[src/rtl/stage2_align_if.sv]
// Operand bundle from the compare stage into the alignment pipe, plus its aligned result.
// The slave modport is the alignment block; the master modport is whoever feeds and consumes it.
interface stage2_align_if #(
  parameter int MAN_W = 24
);
  localparam int EXT_W = MAN_W + 3;

  logic             in_valid;
  logic             A_sign;
  logic             B_sign_eff;
  logic [7:0]       A_exp;
  logic [7:0]       B_exp;
  logic [MAN_W-1:0] A_man;
  logic [MAN_W-1:0] B_man;
  logic [7:0]       exp_diff;
  logic             A_bigger;
  logic             stall;
  logic             flush;

  logic             out_valid;
  logic             big_sign;
  logic             small_sign;
  logic [7:0]       exp_out;
  logic [EXT_W-1:0] big_man;
  logic [EXT_W-1:0] small_man;
  logic             eff_sub;
  logic             exact_cancel;

  modport master (
    output in_valid, A_sign, B_sign_eff, A_exp, B_exp, A_man, B_man,
           exp_diff, A_bigger, stall, flush,
    input  out_valid, big_sign, small_sign, exp_out, big_man, small_man,
           eff_sub, exact_cancel
  );

  modport slave (
    input  in_valid, A_sign, B_sign_eff, A_exp, B_exp, A_man, B_man,
           exp_diff, A_bigger, stall, flush,
    output out_valid, big_sign, small_sign, exp_out, big_man, small_man,
           eff_sub, exact_cancel
  );
endinterface

[src/rtl/stage2_align.sv]
// FP add alignment: orders operands, right-shifts the smaller significand with sticky; 2-cycle latency.
// stall freezes both stages and outputs (upstream holds data); flush drops in-flight entries.
module stage2_align #(
  parameter int MAN_W = 24
) (
  input logic          clk,
  input logic          rst,
  stage2_align_if.slave bus
);
  localparam int EXT_W = MAN_W + 3;
  localparam int SH_W  = $clog2(EXT_W + 1);

  typedef struct packed {
    logic             big_sign;
    logic             small_sign;
    logic [7:0]       exp_out;
    logic [EXT_W-1:0] big_man;
    logic [EXT_W-1:0] small_man;
    logic [2:0]       res_shift;
    logic             eff_sub;
    logic             exact_cancel;
  } s1_t;

  typedef struct packed {
    logic             big_sign;
    logic             small_sign;
    logic [7:0]       exp_out;
    logic [EXT_W-1:0] big_man;
    logic [EXT_W-1:0] small_man;
    logic             eff_sub;
    logic             exact_cancel;
  } s2_t;

  logic             s1_vld;
  logic             s2_vld;
  s1_t              s1_q;
  s1_t              s1_nxt;
  s2_t              s2_q;
  s2_t              s2_nxt;

  logic             a_larger;
  logic [7:0]       big_exp;
  logic [7:0]       small_exp;
  logic [7:0]       shift_raw;
  logic [SH_W-1:0]  shift_sat;
  logic [SH_W-1:0]  coarse;
  logic [EXT_W-1:0] small_ext;
  logic [EXT_W-1:0] crs_mask;
  logic [EXT_W-1:0] small_crs;
  logic [EXT_W-1:0] res_mask;
  logic [EXT_W-1:0] small_fin;

  // S1: operand order, shift amount and the coarse (multiple-of-8) shift
  always_comb begin
    a_larger  = (bus.exp_diff != 8'd0) ? bus.A_bigger : !(bus.B_man > bus.A_man);
    big_exp   = a_larger ? bus.A_exp : bus.B_exp;
    small_exp = a_larger ? bus.B_exp : bus.A_exp;

    // a denormal smaller operand really sits at exponent 1
    if ((big_exp != 8'd0) && (small_exp == 8'd0) && (bus.exp_diff != 8'd0))
      shift_raw = bus.exp_diff - 8'd1;
    else
      shift_raw = bus.exp_diff;

    if (shift_raw >= 8'(EXT_W))
      shift_sat = SH_W'(EXT_W);
    else
      shift_sat = shift_raw[SH_W-1:0];

    coarse    = {shift_sat[SH_W-1:3], 3'b000};
    small_ext = {(a_larger ? bus.B_man : bus.A_man), 3'b000};
    crs_mask  = ~({EXT_W{1'b1}} << coarse);
    small_crs = small_ext >> coarse;
    small_crs[0] = small_crs[0] | (|(small_ext & crs_mask));

    s1_nxt              = '0;
    s1_nxt.big_sign     = a_larger ? bus.A_sign : bus.B_sign_eff;
    s1_nxt.small_sign   = a_larger ? bus.B_sign_eff : bus.A_sign;
    s1_nxt.exp_out      = big_exp;
    s1_nxt.big_man      = {(a_larger ? bus.A_man : bus.B_man), 3'b000};
    s1_nxt.small_man    = small_crs;
    s1_nxt.res_shift    = shift_sat[2:0];
    s1_nxt.eff_sub      = bus.A_sign ^ bus.B_sign_eff;
    s1_nxt.exact_cancel = (bus.A_sign ^ bus.B_sign_eff) &&
                          (bus.A_exp == bus.B_exp) && (bus.A_man == bus.B_man);
  end

  // S2: residual 0..7 shift, folding shifted-out bits into the sticky position
  always_comb begin
    res_mask  = ~({EXT_W{1'b1}} << s1_q.res_shift);
    small_fin = s1_q.small_man >> s1_q.res_shift;
    small_fin[0] = small_fin[0] | (|(s1_q.small_man & res_mask));

    s2_nxt              = '0;
    s2_nxt.big_sign     = s1_q.big_sign;
    s2_nxt.small_sign   = s1_q.small_sign;
    s2_nxt.exp_out      = s1_q.exp_out;
    s2_nxt.big_man      = s1_q.big_man;
    s2_nxt.small_man    = small_fin;
    s2_nxt.eff_sub      = s1_q.eff_sub;
    s2_nxt.exact_cancel = s1_q.exact_cancel;
  end

  always_ff @(posedge clk or negedge rst) begin
    if (!rst) begin
      s1_vld <= 1'b0;
      s2_vld <= 1'b0;
      s1_q   <= '0;
      s2_q   <= '0;
    end else begin
      if (bus.flush) begin
        s1_vld <= 1'b0;
        s2_vld <= 1'b0;
      end else if (!bus.stall) begin
        s1_vld <= bus.in_valid;
        s2_vld <= s1_vld;
      end
      if (!bus.stall) begin
        if (bus.in_valid)
          s1_q <= s1_nxt;
        if (s1_vld)
          s2_q <= s2_nxt;
      end
    end
  end

  assign bus.out_valid    = s2_vld;
  assign bus.big_sign     = s2_q.big_sign;
  assign bus.small_sign   = s2_q.small_sign;
  assign bus.exp_out      = s2_q.exp_out;
  assign bus.big_man      = s2_q.big_man;
  assign bus.small_man    = s2_q.small_man;
  assign bus.eff_sub      = s2_q.eff_sub;
  assign bus.exact_cancel = s2_q.exact_cancel;

endmodule

[src/flat_wrapper.sv]
// flat-port wrapper written by rule: the top's interface ports become plain ports
module stage2_align_flat 
#(
  parameter int MAN_W = 24
)
  (clk, rst, bus_in_valid, bus_A_sign, bus_B_sign_eff, bus_A_exp, bus_B_exp, bus_A_man, bus_B_man, bus_exp_diff, bus_A_bigger, bus_stall, bus_flush, bus_out_valid, bus_big_sign, bus_small_sign, bus_exp_out, bus_big_man, bus_small_man, bus_eff_sub, bus_exact_cancel);
  stage2_align_if #(.MAN_W(MAN_W)) bus_i ();
  input logic clk;
  input logic rst;
  input wire logic [$bits(bus_i.in_valid)-1:0] bus_in_valid;
  input wire logic [$bits(bus_i.A_sign)-1:0] bus_A_sign;
  input wire logic [$bits(bus_i.B_sign_eff)-1:0] bus_B_sign_eff;
  input wire logic [$bits(bus_i.A_exp)-1:0] bus_A_exp;
  input wire logic [$bits(bus_i.B_exp)-1:0] bus_B_exp;
  input wire logic [$bits(bus_i.A_man)-1:0] bus_A_man;
  input wire logic [$bits(bus_i.B_man)-1:0] bus_B_man;
  input wire logic [$bits(bus_i.exp_diff)-1:0] bus_exp_diff;
  input wire logic [$bits(bus_i.A_bigger)-1:0] bus_A_bigger;
  input wire logic [$bits(bus_i.stall)-1:0] bus_stall;
  input wire logic [$bits(bus_i.flush)-1:0] bus_flush;
  output wire logic [$bits(bus_i.out_valid)-1:0] bus_out_valid;
  output wire logic [$bits(bus_i.big_sign)-1:0] bus_big_sign;
  output wire logic [$bits(bus_i.small_sign)-1:0] bus_small_sign;
  output wire logic [$bits(bus_i.exp_out)-1:0] bus_exp_out;
  output wire logic [$bits(bus_i.big_man)-1:0] bus_big_man;
  output wire logic [$bits(bus_i.small_man)-1:0] bus_small_man;
  output wire logic [$bits(bus_i.eff_sub)-1:0] bus_eff_sub;
  output wire logic [$bits(bus_i.exact_cancel)-1:0] bus_exact_cancel;
  assign bus_i.in_valid = bus_in_valid;
  assign bus_i.A_sign = bus_A_sign;
  assign bus_i.B_sign_eff = bus_B_sign_eff;
  assign bus_i.A_exp = bus_A_exp;
  assign bus_i.B_exp = bus_B_exp;
  assign bus_i.A_man = bus_A_man;
  assign bus_i.B_man = bus_B_man;
  assign bus_i.exp_diff = bus_exp_diff;
  assign bus_i.A_bigger = bus_A_bigger;
  assign bus_i.stall = bus_stall;
  assign bus_i.flush = bus_flush;
  assign bus_out_valid = bus_i.out_valid;
  assign bus_big_sign = bus_i.big_sign;
  assign bus_small_sign = bus_i.small_sign;
  assign bus_exp_out = bus_i.exp_out;
  assign bus_big_man = bus_i.big_man;
  assign bus_small_man = bus_i.small_man;
  assign bus_eff_sub = bus_i.eff_sub;
  assign bus_exact_cancel = bus_i.exact_cancel;
  stage2_align #(.MAN_W(MAN_W)) u_core (.clk(clk), .rst(rst), .bus(bus_i));
endmodule
[config.mk]
export PLATFORM = sky130hd
export DESIGN_NAME = stage2_align_flat
export DESIGN_NICKNAME = d
export VERILOG_FILES = /design/src/rtl/stage2_align_if.sv /design/src/rtl/stage2_align.sv /design/src/flat_wrapper.sv
export SDC_FILE = /design/constraint.sdc
export NUM_CORES = 1
export LEC_CHECK = 0
export BUFFER_PORTS_ARGS = -buffer_cell sky130_fd_sc_hd__buf_2
export CAP_MARGIN = 20
export CORE_ASPECT_RATIO = 0.8
export CORE_MARGIN = 2
export CORE_UTILIZATION = 35
export DETAILED_ROUTE_END_ITERATION = 7
export GPL_TIMING_DRIVEN = 0
export PLACE_DENSITY = 0.54
export SLEW_MARGIN = 20
export SYNTH_ARGS = -nofsm -noshare
export SYNTH_HDL_FRONTEND = slang
export SYNTH_SLANG_ARGS = --single-unit
[constraint.sdc]
create_clock -name clk -period 2.1 [get_ports clk]
set_input_delay 0.21 -clock clk [delete_from_list [all_inputs] [get_ports clk]]
set_output_delay 0.21 -clock clk [all_outputs]
set_load 0.05 [all_outputs]
# Word level (Yosys, flattened, before mapping)

Cells that the tools add are included.

Latch bits: 0
Logic and storage cells: 60
Bits of input ports: 80
Flip-flop bits (word level): 131
Memory bits (writable): 0
Output and inout bits: 67
Memories kept: 0
ROM bits: 0

Multipliers: 0
Add/subtract/negate cells: 1
Eq/ne operators: 3
Mux-type cells: 13
Magnitude comparators: 2
Reduce and logical (&&, ||, !) cells: 12
Shift operators: 4
Div/mod/pow operators: 0
Bitwise gates (word level): 8

Operators with widths:

| kind                  | number |
|---|---|
| $and 27x27->27        | 2 |
| $not 27->27           | 2 |
| $reduce_or 27->1      | 2 |
| $mux 24               | 2 |
| $shl 27x3->27 const A | 1 |
| $shl 27x5->27 const A | 1 |
| $shr 27x3->27         | 1 |
| $shr 27x5->27         | 1 |
| $eq 24x24->1          | 1 |
| $gt 24x24->1          | 1 |
| $mux 8                | 3 |
| $reduce_bool 8->1     | 2 |
| $eq 8x8->1            | 1 |
| $ge 8x5->1 const B    | 1 |
| $logic_not 8->1       | 1 |
| $sub 8x1->8 const B   | 1 |
| $mux 1                | 7 |
| $mux 5                | 1 |
| $logic_and 1x1->1     | 4 |
| $reduce_and 2->1      | 2 |
| $ne 2x1->1 const B    | 1 |
| $or 1x1->1            | 2 |
| $logic_not 1->1       | 1 |
| $not 1->1             | 1 |
| $xor 1x1->1           | 1 |

# Longest topological paths before layout

Gate-level depths: netlist of run 1.

Word-level depth: 15
Depth in mapped cells: 15
Gate-level depth less buffers: 12

# Worst setup path before layout of run 1

Ideal clock, no wire load.

Path kind: in2reg
Start point: input port bus_A_man[22]
End point: register u_core.s1_q[30] (netlist name)
Path buffers: 2
Required time: 1.979 ns
Library setup time: 0.121 ns
Slack: -0.767 ns
Stages on the path: 13
Arrival: 2.746 ns
Path through: inv_1 > ha_1 > nand4_1 > nor4_1 > o311a_1 > o2111ai_4 > o22a_1 > and4bb_4 > and3_1 > buf_6 > and2_4 > buf_6 > a22o_1

Word-level cells in the longest chain between the ends: 11
Elaborated cells on any way between the ends: 14
Those cells by class: 2 x order compare; 1 x shift; 6 x mux; 5 x reduce/logical

RTL lines:

| what                                                        | RTL line                               | source |
|---|---|---|
| start, declared                                             | flat_wrapper.sv:15                     | `input wire logic [$bits(bus_i.A_man)-1:0] bus_A_man;` |
| $gt 24x24->1                                                | stage2_align.sv:55                     | `a_larger = (bus.exp_diff != 8'd0) ? bus.A_bigger : !(bus.B_man > bus.A_man);` |
| $logic_not 1->1                                             | stage2_align.sv:55                     |  |
| $mux 1                                                      | stage2_align.sv:55                     |  |
| $mux 8, on equally long branches                            | stage2_align.sv:56, stage2_align.sv:57 |  |
| $reduce_bool 8->1 / $logic_not 8->1 (equally long branches) | stage2_align.sv:60                     | `if ((big_exp != 8'd0) && (small_exp == 8'd0) && (bus.exp_diff != 8'd0))` |
| $logic_and 1x1->1 (2 in a row)                              | stage2_align.sv:60                     |  |
| $mux 8                                                      | stage2_align.sv:60                     |  |
| $ge 8x5->1                                                  | stage2_align.sv:65                     | `if (shift_raw >= 8'(EXT_W))` |
| $mux 5                                                      | stage2_align.sv:65                     |  |
| $shr 27x5->27 (*)                                           | stage2_align.sv:73                     | `small_crs = small_ext >> coarse;` |
| end signal, assigned                                        | stage2_align.sv:120                    | `s1_q <= s1_nxt;` |
| end, declared                                               | stage2_align.sv:36                     | `s1_t s1_q;` |

Mark *: on every way between the ends. The rest lies on a longest branch, timed or not.
A chain may end at the register's enable or synchronous reset.

# Final worst setup path of run 1

Start point: input port bus_A_man[17]
End point: register u_core.s1_q[5] (netlist name)

Word-level cells in the longest chain between the ends: 15
Elaborated cells on any way between the ends: 19
Those cells by class: 2 x order compare; 2 x shift; 6 x mux; 3 x bitwise; 6 x reduce/logical

RTL lines:

| what                                                        | RTL line                               | source |
|---|---|---|
| $gt 24x24->1                                                | stage2_align.sv:55                     |  |
| $logic_not 1->1                                             | stage2_align.sv:55                     |  |
| $mux 1                                                      | stage2_align.sv:55                     |  |
| $mux 8, on equally long branches                            | stage2_align.sv:56, stage2_align.sv:57 |  |
| $reduce_bool 8->1 / $logic_not 8->1 (equally long branches) | stage2_align.sv:60                     |  |
| $logic_and 1x1->1 (2 in a row)                              | stage2_align.sv:60                     |  |
| $mux 8                                                      | stage2_align.sv:60                     |  |
| $ge 8x5->1                                                  | stage2_align.sv:65                     |  |
| $mux 5                                                      | stage2_align.sv:65                     |  |
| $shl 27x5->27                                               | stage2_align.sv:72                     | `crs_mask = ~({EXT_W{1'b1}} << coarse);` |
| $not 27->27                                                 | stage2_align.sv:72                     |  |
| $and 27x27->27                                              | stage2_align.sv:74                     | `small_crs[0] = small_crs[0] \| (\|(small_ext & crs_mask));` |
| $reduce_or 27->1                                            | stage2_align.sv:74                     |  |
| $or 1x1->1 (*)                                              | stage2_align.sv:74                     |  |

Marked as above.

==> results.md, run 1 <==
- Status: finished with violations
- Failing checks: setup timing
- Tightest Pin Transition: a little under 0.9 ns
- Final setup viols: 63
- Fin. max-slew vios: 0
- Hold WC Path Type: input port to flop
- Dpl ws: -1.42 ns
- Post-Route Skew: approximately 0.0084 ns
- Clock H-tree levels: 4
- Area leader, netlist: dfrtp_1
- FF-to-FF path depth: 5
- Synth Instances: 826
- Number of global-route vias before repair: between 6000 and 7000
- Post-synth top cells: 131 x dfrtp_1, 124 x nand2_1, 75 x mux2i_1, 72 x o21ai_0, 64 x nor2_1
- Crit path arrival time: slightly above 3 ns
- Starting Density: 0.357
- TritonCTS clock tree: done
- Top Ports: 147
- Routed WL: 25.5 mm
- Max FO, Critical Path: 6
- Synthesized cell area: about 0.0077 mm2
- Most frequent cell after synthesis: dfrtp_1
- Synth cell types: 63
- DRT iter0 DRCs: 521
- Layout Utilization: 0.517
- Die area: about 0.023 mm2
- Wire per inst: approximately 19 um
- Clock-pin slew on the worst setup and hold paths: about 0.06 ns
- Design Area, Final: 0.0112 mm2
- RSZ-0062 raised after global routing: yes
- CTS Sinks: approximately 130
- Max-Cap Viols: 0
- DR vias: 7075
- Hold Fails Final Rpt: 0
- Critical R2R Launch: u_core.s1_vld$_DFFE_PN0P_
- Via-to-Cell Ratio: 5.22
- Row cnt: 48
- Synth top area share: 0.423
- Number of flops mapped to enable cells by yosys: 0
- Tot GR Track Use: 0.220
- YS warnings: 0
- Pwr Total: roughly 8.3 mW
- Seq cells post-synth: around 130
- Max_slew headroom: 0.406
- Endpoint class of the critical path: flop
- Antenna violations before repair: 0
- Die Wd: 170 um
- Crit share post-route: 1.32
- Largest net degree at the start of global routing: 76
- Critical Path Start: bus_A_man[17]
- Peak-usage layer in the global routing report: met1
- TritonCTS Buffers: 17
- Longest Clk Path Bufs: 2
- Crit path setup slack, layout: -0.674 ns
- Crit path time final: 2.77 ns
- P&R area growth vs syn: 44.6%
- Main synth FF type: dfrtp_1
- FF-to-FF setup slack: about 0.22 ns
- Pleak: about 5.2 nW
- Pwr dens: approximately 740 mW/mm2
- Grt met3 use: 0.0544
- Die height: 137 um
- Worst VDD drop: 548 uV
- Nets: approximately 1100
- CTS Root Cell: clkbuf_16
- Area contributors post-synth: dfrtp_1 42%, mux2i_1 9.7%, nand2_1 6.0%
- Startpoint Class: input port
- Share of layout cells above drive strength 1: 0.397
- Synth Area per Inst: around 9.4 um2
- Critical Path RT: 2.41 ns
- Met2 Use GR: 0.309
- Initial DRT Pass Iterations: 5
- Number of port buffers: 143
- Overflow after GRT: 0
- First-pass GRT wire length: between 30 and 40 mm
- Post-route ant nets: 0
- Post-DP HPWL: between 15 and 20 mm
- R2R Path End: u_core.bus.small_man[10]$_DFFE_PN0P_
- Setup crit end: u_core.s1_q[5]$_DFFE_PN0P_
- Core ar.: between 0.02 and 0.025 mm2
- Maximum clock rate: about 360 MHz
- Hold slack: between 0.05 and 0.06 ns
- M1 GR Usage: 0.337
- DRC viols: 0
- Placed cell areas: just over 0.009 mm2
- Post-synthesis sequential area ratio: 0.423
- Setup CP Type: input port to flop
- Gpl congestion: about 0.89
- Diode count: 0
- Ys async rst share: 1.00
- Skew-Pair Late Insertion Delay: between 0.4 and 0.5 ns
report_power, final:
| group | switching, mW | internal [mW] | leakage (nW) |
|---|---|---|---|
| Combinational | 1.53 | 0.759 | 3.23 |
| Clock | 1.23 | 1.79 | 0.283 |
| Sequential | 0.159 | 2.84 | 1.69 |
| Total | 2.92 | 5.38 | 5.20 |
state kept, by name, indices dropped and copies added (netlist names):
name,count
u_core.bus.small_man,27
u_core.s1_q,66
u_core.bus.exp_out,8
u_core.bus.big_sign,1
u_core.bus.big_man,24
u_core.bus.out_valid,1
u_core.bus.small_sign,1
u_core.s1_vld,1
u_core.bus.eff_sub,1
u_core.bus.exact_cancel,1
final cells by class:
class,instances,area [um2]
inverters,29,161
clock buffers,18,439
clock inverters,14,154
well taps,300,375
multi-input cells,612,4840
fillers,2006,10500
plain buffers,51,447
repair buffers,200,1510
flip-flops and latches,131,3280
cell usage in the layout (no fill, tap or decap), types with 5 or more instances in the layout:
cell       instances
nor2b_1            5
a21oi_2           14
clkbuf_1          23
nor4_1             9
inv_6              6
ha_4              12
nand4_1            9
a21oi_4           12
o21ai_1           37
nor2_1            53
a22o_1            18
o21ai_2            8
nand2_1          113
buf_6             21
xor2_1             6
or4_1              5
inv_1             14
buf_2            130
buf_4             36
clkinv_4           5
buf_8             13
o21ai_0           30
mux2i_1           71
nand2b_1           5
o211ai_1           7
a32oi_4            5
buf_12             8
a31oi_1           12
ha_1              13
mux2_2            40
clkbuf_16         28
a21oi_1           27
nor2_2             5
xnor2_1            5
nand2_2           11
dfrtp_1          131
inv_2              6
nor2_4             6
routing by layer:
| metal | routed length [um] | vias up |
|---|---|---|
| met5 | 0 | - |
| met4 | 308 | 0 |
| met3 | 1780 | 16 |
| met2 | 10500 | 206 |
| met1 | 12900 | 3453 |
| li1 | - | 3400 |
stage by stage:
step | setup TNS [ns] | std cells
2_1_floorplan | -15.35 | 828
3_3_place_gp | -210.22 | 1271
3_5_place_dp | -69.09 | 1272
4_1_cts | -20.80 | 1342
5_1_grt | -31.44 | 1355
6_report | -25.35 | 1355
critical path: stages:
cell      delay [ns]
buf_4           0.10
inv_6           0.04
ha_4            0.25
nand4_1         0.17
nor4_4          0.40
nand2_2         0.18
o21a_4          0.26
o21a_1          0.13
buf_6           0.13
o221ai_4        0.15
and4_4          0.29
buf_8           0.14
buf_6           0.13
buf_6           0.13
nand3_2         0.09
a31oi_1         0.19
o22ai_1         0.09
how the worst min path moves through the flow:
| stage | startpoint | end | cells after the start |
|---|---|---|---|
| after floorplan | rst | u_core.bus.big_man[10]$_DFFE_PN0P_ | 0 |
| after global placement | bus_flush | u_core.bus.out_valid$_DFFE_PN0P_ | 2 |
| after detailed placement | rst | u_core.bus.big_man[12]$_DFFE_PN0P_ | 1 |
| after CTS | bus_B_exp[3] | u_core.s1_q[62]$_DFFE_PN0P_ | 3 |
| after global routing | bus_B_exp[3] | u_core.s1_q[62]$_DFFE_PN0P_ | 3 |
| final | bus_B_exp[3] | u_core.s1_q[62]$_DFFE_PN0P_ | 3 |
logic make-up after synthesis:
| group | synth area share |
|---|---|
| XOR/XNOR | 0.0124 |
| buffers and inverters | 0.0484 |
| flip-flops | 0.423 |
| multiplexers | 0.159 |
| AO/OA/AOI/OAI | 0.167 |
| adder cells (fa/ha/maj) | 0.0404 |
| AND/OR/NAND/NOR | 0.149 |
| other | 0.000484 |
what timing repair did:
item,CTS,global route
setup endpoints to repair,97,81
hold buffers,2,0
pin swaps,38,28
gates cloned,7,3
resized for setup,130,84
setup buffers,32,15
hold endpoints to repair,58,0
Note: power is estimated with default switching activity, not from simulation.
==> inputs of run 2 (changes only) <==
- MAX_ROUTING_LAYER: unset -> met4
==> results.md, run 2 (synthesis gave the netlist of run 1 again) <==
- CTS Sinks: 131 (unchanged)
- First-pass GRT wire length: 38.9 mm (unchanged)
- DRT iter0 DRCs: 583 (+12%)
- Hold wc startpoint: bus_B_exp[3]
- Most common cell after layout, fill and taps aside: dfrtp_1
- Clock-pin slew on the worst setup and hold paths: 0.06 ns (about the same)
- Crit path setup slack, layout: -0.671 ns (+0.00319 ns)
- Clock H-tree levels: 4 (unchanged)
- Crit path arrival time: 3.08 ns (about the same)
- Startpoint Class: input port
- Most frequent cells in the layout: 131 x dfrtp_1, 130 x buf_2, 110 x nand2_1, 71 x mux2i_1, 53 x nor2_1
- Die area: 0.0234 mm2 (unchanged)
- Post-Route Skew: 0.0113 ns (+0.00292 ns)
- Largest Register: u_core.s1_q
- Crit share post-route: 1.32 (-0.00152)
- Crit path time final: 2.77 ns (-0.00319 ns)
- Pleak: 5.19 nW (-0.13%)
- Antenna violations before repair: 0 (unchanged)
- FF-to-FF path depth: 5 (unchanged)
- Final setup viols: 63 (unchanged)
- Hold WC Path Type: input port to flop
- Critical Path RT: 2.41 ns (about the same)
- R2R Path End: u_core.bus.small_man[10]$_DFFE_PN0P_
- Wire per inst: 18.8 um (about the same)
- DR vias: 7084 (+0.13%)
- Maximum clock rate: 361 MHz (+0.12%)
- CP max stage cell: nor4_4
- Fill count: 2007 (+0.050%)
- Post-route ant nets: 0 (unchanged)
- Die Wd: 170 um (unchanged)
- TritonCTS clock tree: done
- Endpoint class of the critical path: flop
- Largest net degree at the start of global routing: 76 (unchanged)
- Skew-Pair Late Insertion Delay: 0.44 ns (about the same)
- Max FO, Critical Path: 6 (unchanged)
- Number of flip-flops in the largest register: 66 (unchanged)
- RSZ-0062 raised after global routing: yes
- Number of global-route vias before repair: 6763 (+0.044%)
- Fin. max-slew vios: 0 (unchanged)
- P&R area growth vs syn: 44.3%
- Via-to-Cell Ratio: 5.23 (+0.20%)
- TritonCTS Buffers: 17 (unchanged)
- Diode count: 0 (unchanged)
- Share of layout cells above drive strength 1: 0.398 (about the same)
- Setup CP Type: input port to flop
- Placed cells: 1272 (unchanged)
- FF-to-FF setup slack: 0.23 ns (about the same)
- Worst VDD drop: 548 uV (about the same)
- Starting Density: 0.357 (unchanged)
- Hold Fails Final Rpt: 0 (unchanged)
- Die height: 137 um (unchanged)
- WHS Endpoint: u_core.s1_q[62]$_DFFE_PN0P_
- Row cnt: 48 (unchanged)
- Post-DP HPWL: 18.4 mm (unchanged)
- Gpl congestion: 0.907 (+1.7%)
- Tot GR Track Use: 0.226 (+0.00659)
- Status: finished with violations
- Max_slew headroom: 0.353 (-0.0538)
- Cell count of the worst hold path: 3 (unchanged)
- DRC viols: 0 (unchanged)
- Number of port buffers: 143 (unchanged)
- Pwr dens: 743 mW/mm2 (+0.21%)
- Tightest Pin Transition: 0.961 ns (+0.0798 ns)
- Routed WL: 25.5 mm (-0.15%)
- Failing checks: setup timing
- Overflow after GRT: 0 (unchanged)
- Nets: 1146 (-0.087%)
- Core ar.: 0.0217 mm2 (unchanged)
- Longest Clk Path Bufs: 2 (unchanged)
- Max stage delay on crit path: 0.39 ns (about the same)
- Top Ports: 147 (unchanged)
- Initial DRT Pass Iterations: 5 (unchanged)
- Count of non-filler cells in the finished layout: 1354 (-0.074%)
- Critical-path cell list: buf_4 -> inv_6 -> ha_4 -> nand4_1 -> nor4_4 -> buf_4 -> o311a_4 -> o2111ai_4 -> mux2_4 -> and4_4 -> buf_8 -> buf_6 -> buf_6 -> nand3_2 -> a31oi_1 -> o22ai_1
- CTS Root Cell: clkbuf_16
- Max-Cap Viols: 0 (unchanged)
- Critical R2R Launch: u_core.s1_vld$_DFFE_PN0P_
- Pwr Total: 8.31 mW (about the same)
[run 2: worst max-delay path, delay by kind of cell]
family,cells,cell delay [ns]
AO/OA/AOI/OAI,4,0.72
adder cells (fa/ha/maj),1,0.25
buffers and inverters,6,0.71
multiplexers,1,0.29
AND/OR/NAND/NOR,4,0.90
[run 2: what timing repair did]
action / CTS / global route
pin swaps: 38 / 31
hold endpoints to repair: 58 / 0
hold buffers: 2 / 0
buffers inserted: 32 / 14
endpoints found under the setup margin: 97 / 80
resized for setup: 130 / 84
gates cloned: 7 / 3
[run 2: per-stage QoR]
stage | util | hold WS (ns) | setup TNS [ns] | setup WS [ns] | cell area [um2]
6_report | 0.516 | 0.0495 | -24.61 | -0.671 | 11200
5_1_grt | 0.516 | 0.0511 | -30.61 | -0.758 | 11200
4_1_cts | 0.498 | 0.0463 | -20.80 | -0.624 | 10800
3_5_place_dp | 0.429 | 0.168 | -69.09 | -1.42 | 9300
3_3_place_gp | 0.427 | 0.401 | -210.22 | -1.38 | 9260
2_1_floorplan | - | -0.0856 | -15.35 | -0.584 | 8170
[run 2: power by group]
part | internal (mW) | switching, mW
Clock | 1.79 | 1.24
Combinational | 0.759 | 1.53
Sequential | 2.84 | 0.158
[run 2: worst max path at each step]
stage                             start                     endpoint  depth (start not counted)
after global routing      bus_A_man[20]   u_core.s1_q[5]$_DFFE_PN0P_                         16
after floorplan           bus_A_man[18]  u_core.s1_q[31]$_DFFE_PN0P_                         13
after global placement    bus_A_man[23]   u_core.s1_q[9]$_DFFE_PN0P_                         14
after CTS                 bus_A_man[21]   u_core.s1_q[6]$_DFFE_PN0P_                         14
after detailed placement  bus_A_man[23]   u_core.s1_q[9]$_DFFE_PN0P_                         14
final                     bus_A_man[17]   u_core.s1_q[5]$_DFFE_PN0P_                         16
[run 2: area by class of cell]
class / count / area (um2) / share of cell area
plain buffers: 51 / 447 / 0.0399
clock buffers: 18 / 439 / 0.0393
clock inverters: 14 / 154 / 0.0138
inverters: 29 / 161 / 0.0144
multi-input cells: 612 / 4830 / 0.432
flip-flops and latches: 131 / 3280 / 0.293
well taps: 300 / 375 / 0.0336
repair buffers: 199 / 1500 / 0.134
[run 2: layer usage]
metal	GRT usage	part of all wire	vias to the layer above
li1	-	-	3396
met1	0.336	0.51	3435
met2	0.310	0.41	228
met3	0.0538	0.067	25
met4	0.0465	0.013	0
met5	-	0	-
==> inputs of run 3 (changes only) <==
- HOLD_SLACK_MARGIN: unset -> 0.12
- MAX_ROUTING_LAYER: met4 -> unset
==> results.md, run 3 (synthesis gave the netlist of run 1 again) <==
- Status: finished with violations
- Failing checks: setup timing
- Largest Register: u_core.s1_q
- Number of port buffers: 143 (unchanged)
- Max_slew headroom: 0.423 (+0.0701)
- Fill count: 1951 (-2.8%)
- FF-to-FF path depth: 5 (unchanged)
- Met3 wire length: 1.71 mm (-0.35%)
- Via-to-Cell Ratio: 5.21 (-0.38%)
- Met2 wire length: 10.8 mm (+3.3%)
- Number of global-route vias before repair: 6920 (+2.3%)
- Crit share post-route: 1.31 (-0.0118)
- FF-to-FF setup slack: 0.21 ns (-0.02 ns)
- TritonCTS Buffers: 17 (unchanged)
- Hold WC Path Type: input port to flop
- Final setup TNS: -18.48 ns (+6.13 ns)
- DRC viols: 0 (unchanged)
- RSZ-0062 raised after global routing: yes
- FF+latch area: 0.00328 mm2 (unchanged)
- Gpl congestion: 0.892 (-1.7%)
- Hold Fails Final Rpt: 0 (unchanged)
- Critical-path cell list: buf_8 -> inv_12 -> ha_4 -> nand4_1 -> nor4_4 -> buf_4 -> o311a_4 -> o2111ai_4 -> mux2_4 -> and4_4 -> buf_8 -> buf_6 -> buf_6 -> nand3_2 -> a31oi_1 -> o22ai_1
- Final setup viols: 61 (-3.2%)
- CTS Sinks: 131 (unchanged)
- Wire per inst: 18.6 um (-1.2%)
- Post-DP HPWL: 18.4 mm (unchanged)
- Clock Power Share: 0.361 (-0.003)
- Clock H-tree levels: 4 (unchanged)
- Skew-Pair Late Insertion Delay: 0.43 ns (about the same)
- Diode count: 0 (unchanged)
- TritonCTS clock tree: done
- Critical R2R Launch: u_core.s1_vld$_DFFE_PN0P_
- Overflow after GRT: 0 (unchanged)
- Routed WL: 25.9 mm (+1.6%)
- First-pass GRT wire length: 39.6 mm (+2.0%)
- Pleak: 5.36 nW (+3.3%)
- Max-Cap Viols: 0 (unchanged)
- Startpoint Class: input port
- Nets: 1185 (+3.4%)
- Maximum clock rate: 364 MHz (+0.90%)
- Initial DRT Pass Iterations: 5 (unchanged)
- Top Metal Used: met4
- Crit path arrival time: 3.06 ns (-0.02 ns)
- Pwr Total: 8.37 mW (+0.76%)
- Worst VDD drop: 549 uV (+0.10%)
- Met1 WL: 13.1 mm (+0.70%)
- Max FO, Critical Path: 6 (unchanged)
- Row cnt: 48 (unchanged)
- Multi-input logic area: 0.00489 mm2 (+1.3%)
- Longest Clk Path Bufs: 2 (unchanged)
- DR vias: 7260 (+2.5%)
- Most frequent cells in the layout: 131 x dfrtp_1, 128 x buf_2, 110 x nand2_1, 73 x mux2i_1, 53 x nor2_1
- Die height: 137 um (unchanged)
- Crit path time final: 2.75 ns (-0.0247 ns)
- Crit path setup slack, layout: -0.646 ns (+0.0247 ns)
- P&R area growth vs syn: 49.9%
- Hold slack: 0.116 ns (+0.0667 ns)
- Largest net degree at the start of global routing: 76 (unchanged)
- CP max stage cell: nor4_4
- Fin. max-slew vios: 0 (unchanged)
- Starting Density: 0.357 (unchanged)
- Hold wc startpoint: bus_B_man[19]
- Core ar.: 0.0217 mm2 (unchanged)
- Endpoint class of the critical path: flop
- Share of layout cells above drive strength 1: 0.394 (-0.00321)
- Setup CP Type: input port to flop
- Tightest Pin Transition: 0.857 ns (-0.104 ns)
- Critical Path Start: bus_A_man[18]
- Die area: 0.0234 mm2 (unchanged)
- Clock-pin slew on the worst setup and hold paths: 0.06 ns (about the same)
- Post-Route Skew: 0.0119 ns (+0.000613 ns)
- Tot GR Track Use: 0.223 (-0.00289)
- Top Ports: 147 (unchanged)
- R2R Path End: u_core.bus.small_man[10]$_DFFE_PN0P_
- Most common cell after layout, fill and taps aside: dfrtp_1
- Die Wd: 170 um (unchanged)
- Max stage delay on crit path: 0.38 ns (about the same)
- Switch share: 0.351 (-0.000889)
- Sw power: 2.94 mW (+0.50%)
- Cell count of the worst hold path: 3 (unchanged)
- WHS Endpoint: u_core.s1_q[54]$_DFFE_PN0P_
- DRT iter0 DRCs: 495 (-15%)
- Pwr dens: 721 mW/mm2 (-2.9%)
- Critical Path RT: 2.41 ns (about the same)
- Sequential Power Share: 0.358 (-0.002)
- Number of flip-flops in the largest register: 66 (unchanged)
- Combinational share of power: 0.281 (+0.005)
- Cell internal pwr: 5.43 mW (+0.89%)
- CTS Root Cell: clkbuf_16
- Post-route ant nets: 0 (unchanged)
- Antenna violations before repair: 0 (unchanged)
[run 3: changes by cell type in the layout (fill, tap and decap cells not counted), moves of 2 or more]
cell	previous run	this run
buf_2	130	128
clkbuf_8	1	3
dlygate4sd3_1	2	36
buf_4	35	41
a21oi_1	28	26
inv_1	14	12
inv_6	6	3
inv_4	3	8
mux2i_2	2	0
mux2i_1	71	73
[run 3: area by class of cell]
cell class | instances | area share
Timing Repair Buffer | 238 | 0.161
Tap cell | 300 | 0.0323
Clock inverter | 14 | 0.0133
Clock buffer | 18 | 0.0378
Sequential cell | 131 | 0.282
Buffer | 51 | 0.0380
Inverter | 29 | 0.0143
Multi-Input combinational cell | 612 | 0.421
[run 3: through the flow]
stage | instance area [um2] | utilization | setup slack, ns | instances
6_report | 11600 | 0.536 | -0.646 | 1393
5_1_grt | 11600 | 0.536 | -0.746 | 1393
4_1_cts | 11100 | 0.513 | -0.624 | 1373
3_5_place_dp | 9300 | 0.429 | -1.42 | 1272
3_3_place_gp | 9260 | 0.427 | -1.38 | 1271
2_1_floorplan | 8170 | - | -0.584 | 828
[run 3: worst max-delay path, delay by kind of cell]
family                   cells  cell delay, ns
AO/OA/AOI/OAI                4            0.71
AND/OR/NAND/NOR              4            0.89
multiplexers                 1            0.28
adder cells (fa/ha/maj)      1            0.26
buffers and inverters        6            0.69
[run 3: worst max path at each step]
stage / slack, ns / endpoint / cells past startpoint
2_1_floorplan: -0.58 / u_core.s1_q[31]$_DFFE_PN0P_ / 13
3_3_place_gp: -1.38 / u_core.s1_q[9]$_DFFE_PN0P_ / 14
3_5_place_dp: -1.42 / u_core.s1_q[9]$_DFFE_PN0P_ / 14
4_1_cts: -0.62 / u_core.s1_q[6]$_DFFE_PN0P_ / 14
5_1_grt: -0.75 / u_core.s1_q[5]$_DFFE_PN0P_ / 15
6_report: -0.65 / u_core.s1_q[5]$_DFFE_PN0P_ / 16
[run 3: what timing repair did]
action | CTS | global route
pin swaps | 38 | 42
setup buffers | 32 | 20
cloned | 7 | 2
resized for setup | 130 | 94
setup endpoints to repair | 97 | 81
hold buffers | 33 | 3
endpoints found under the hold margin | 79 | 3
[run 3: power groups by stage]
stage | Combinational, mW | Sequential, mW | Clock (mW)
floorplan | 0.677 | 3.77 | 0
global placement | 2.02 | 3.04 | 0
detailed placement | 2.05 | 3.04 | 0
CTS | 2.25 | 3.00 | 3.07
global route | 2.51 | 3.04 | 3.17
finish | 2.36 | 3.00 | 3.02
[run 3: metal layers]
metal | global-route usage | up-vias
met5 | 0 | -
met4 | 0.0480 | 0
met3 | 0.0547 | 22
met2 | 0.317 | 222
met1 | 0.340 | 3543
li1 | - | 3473
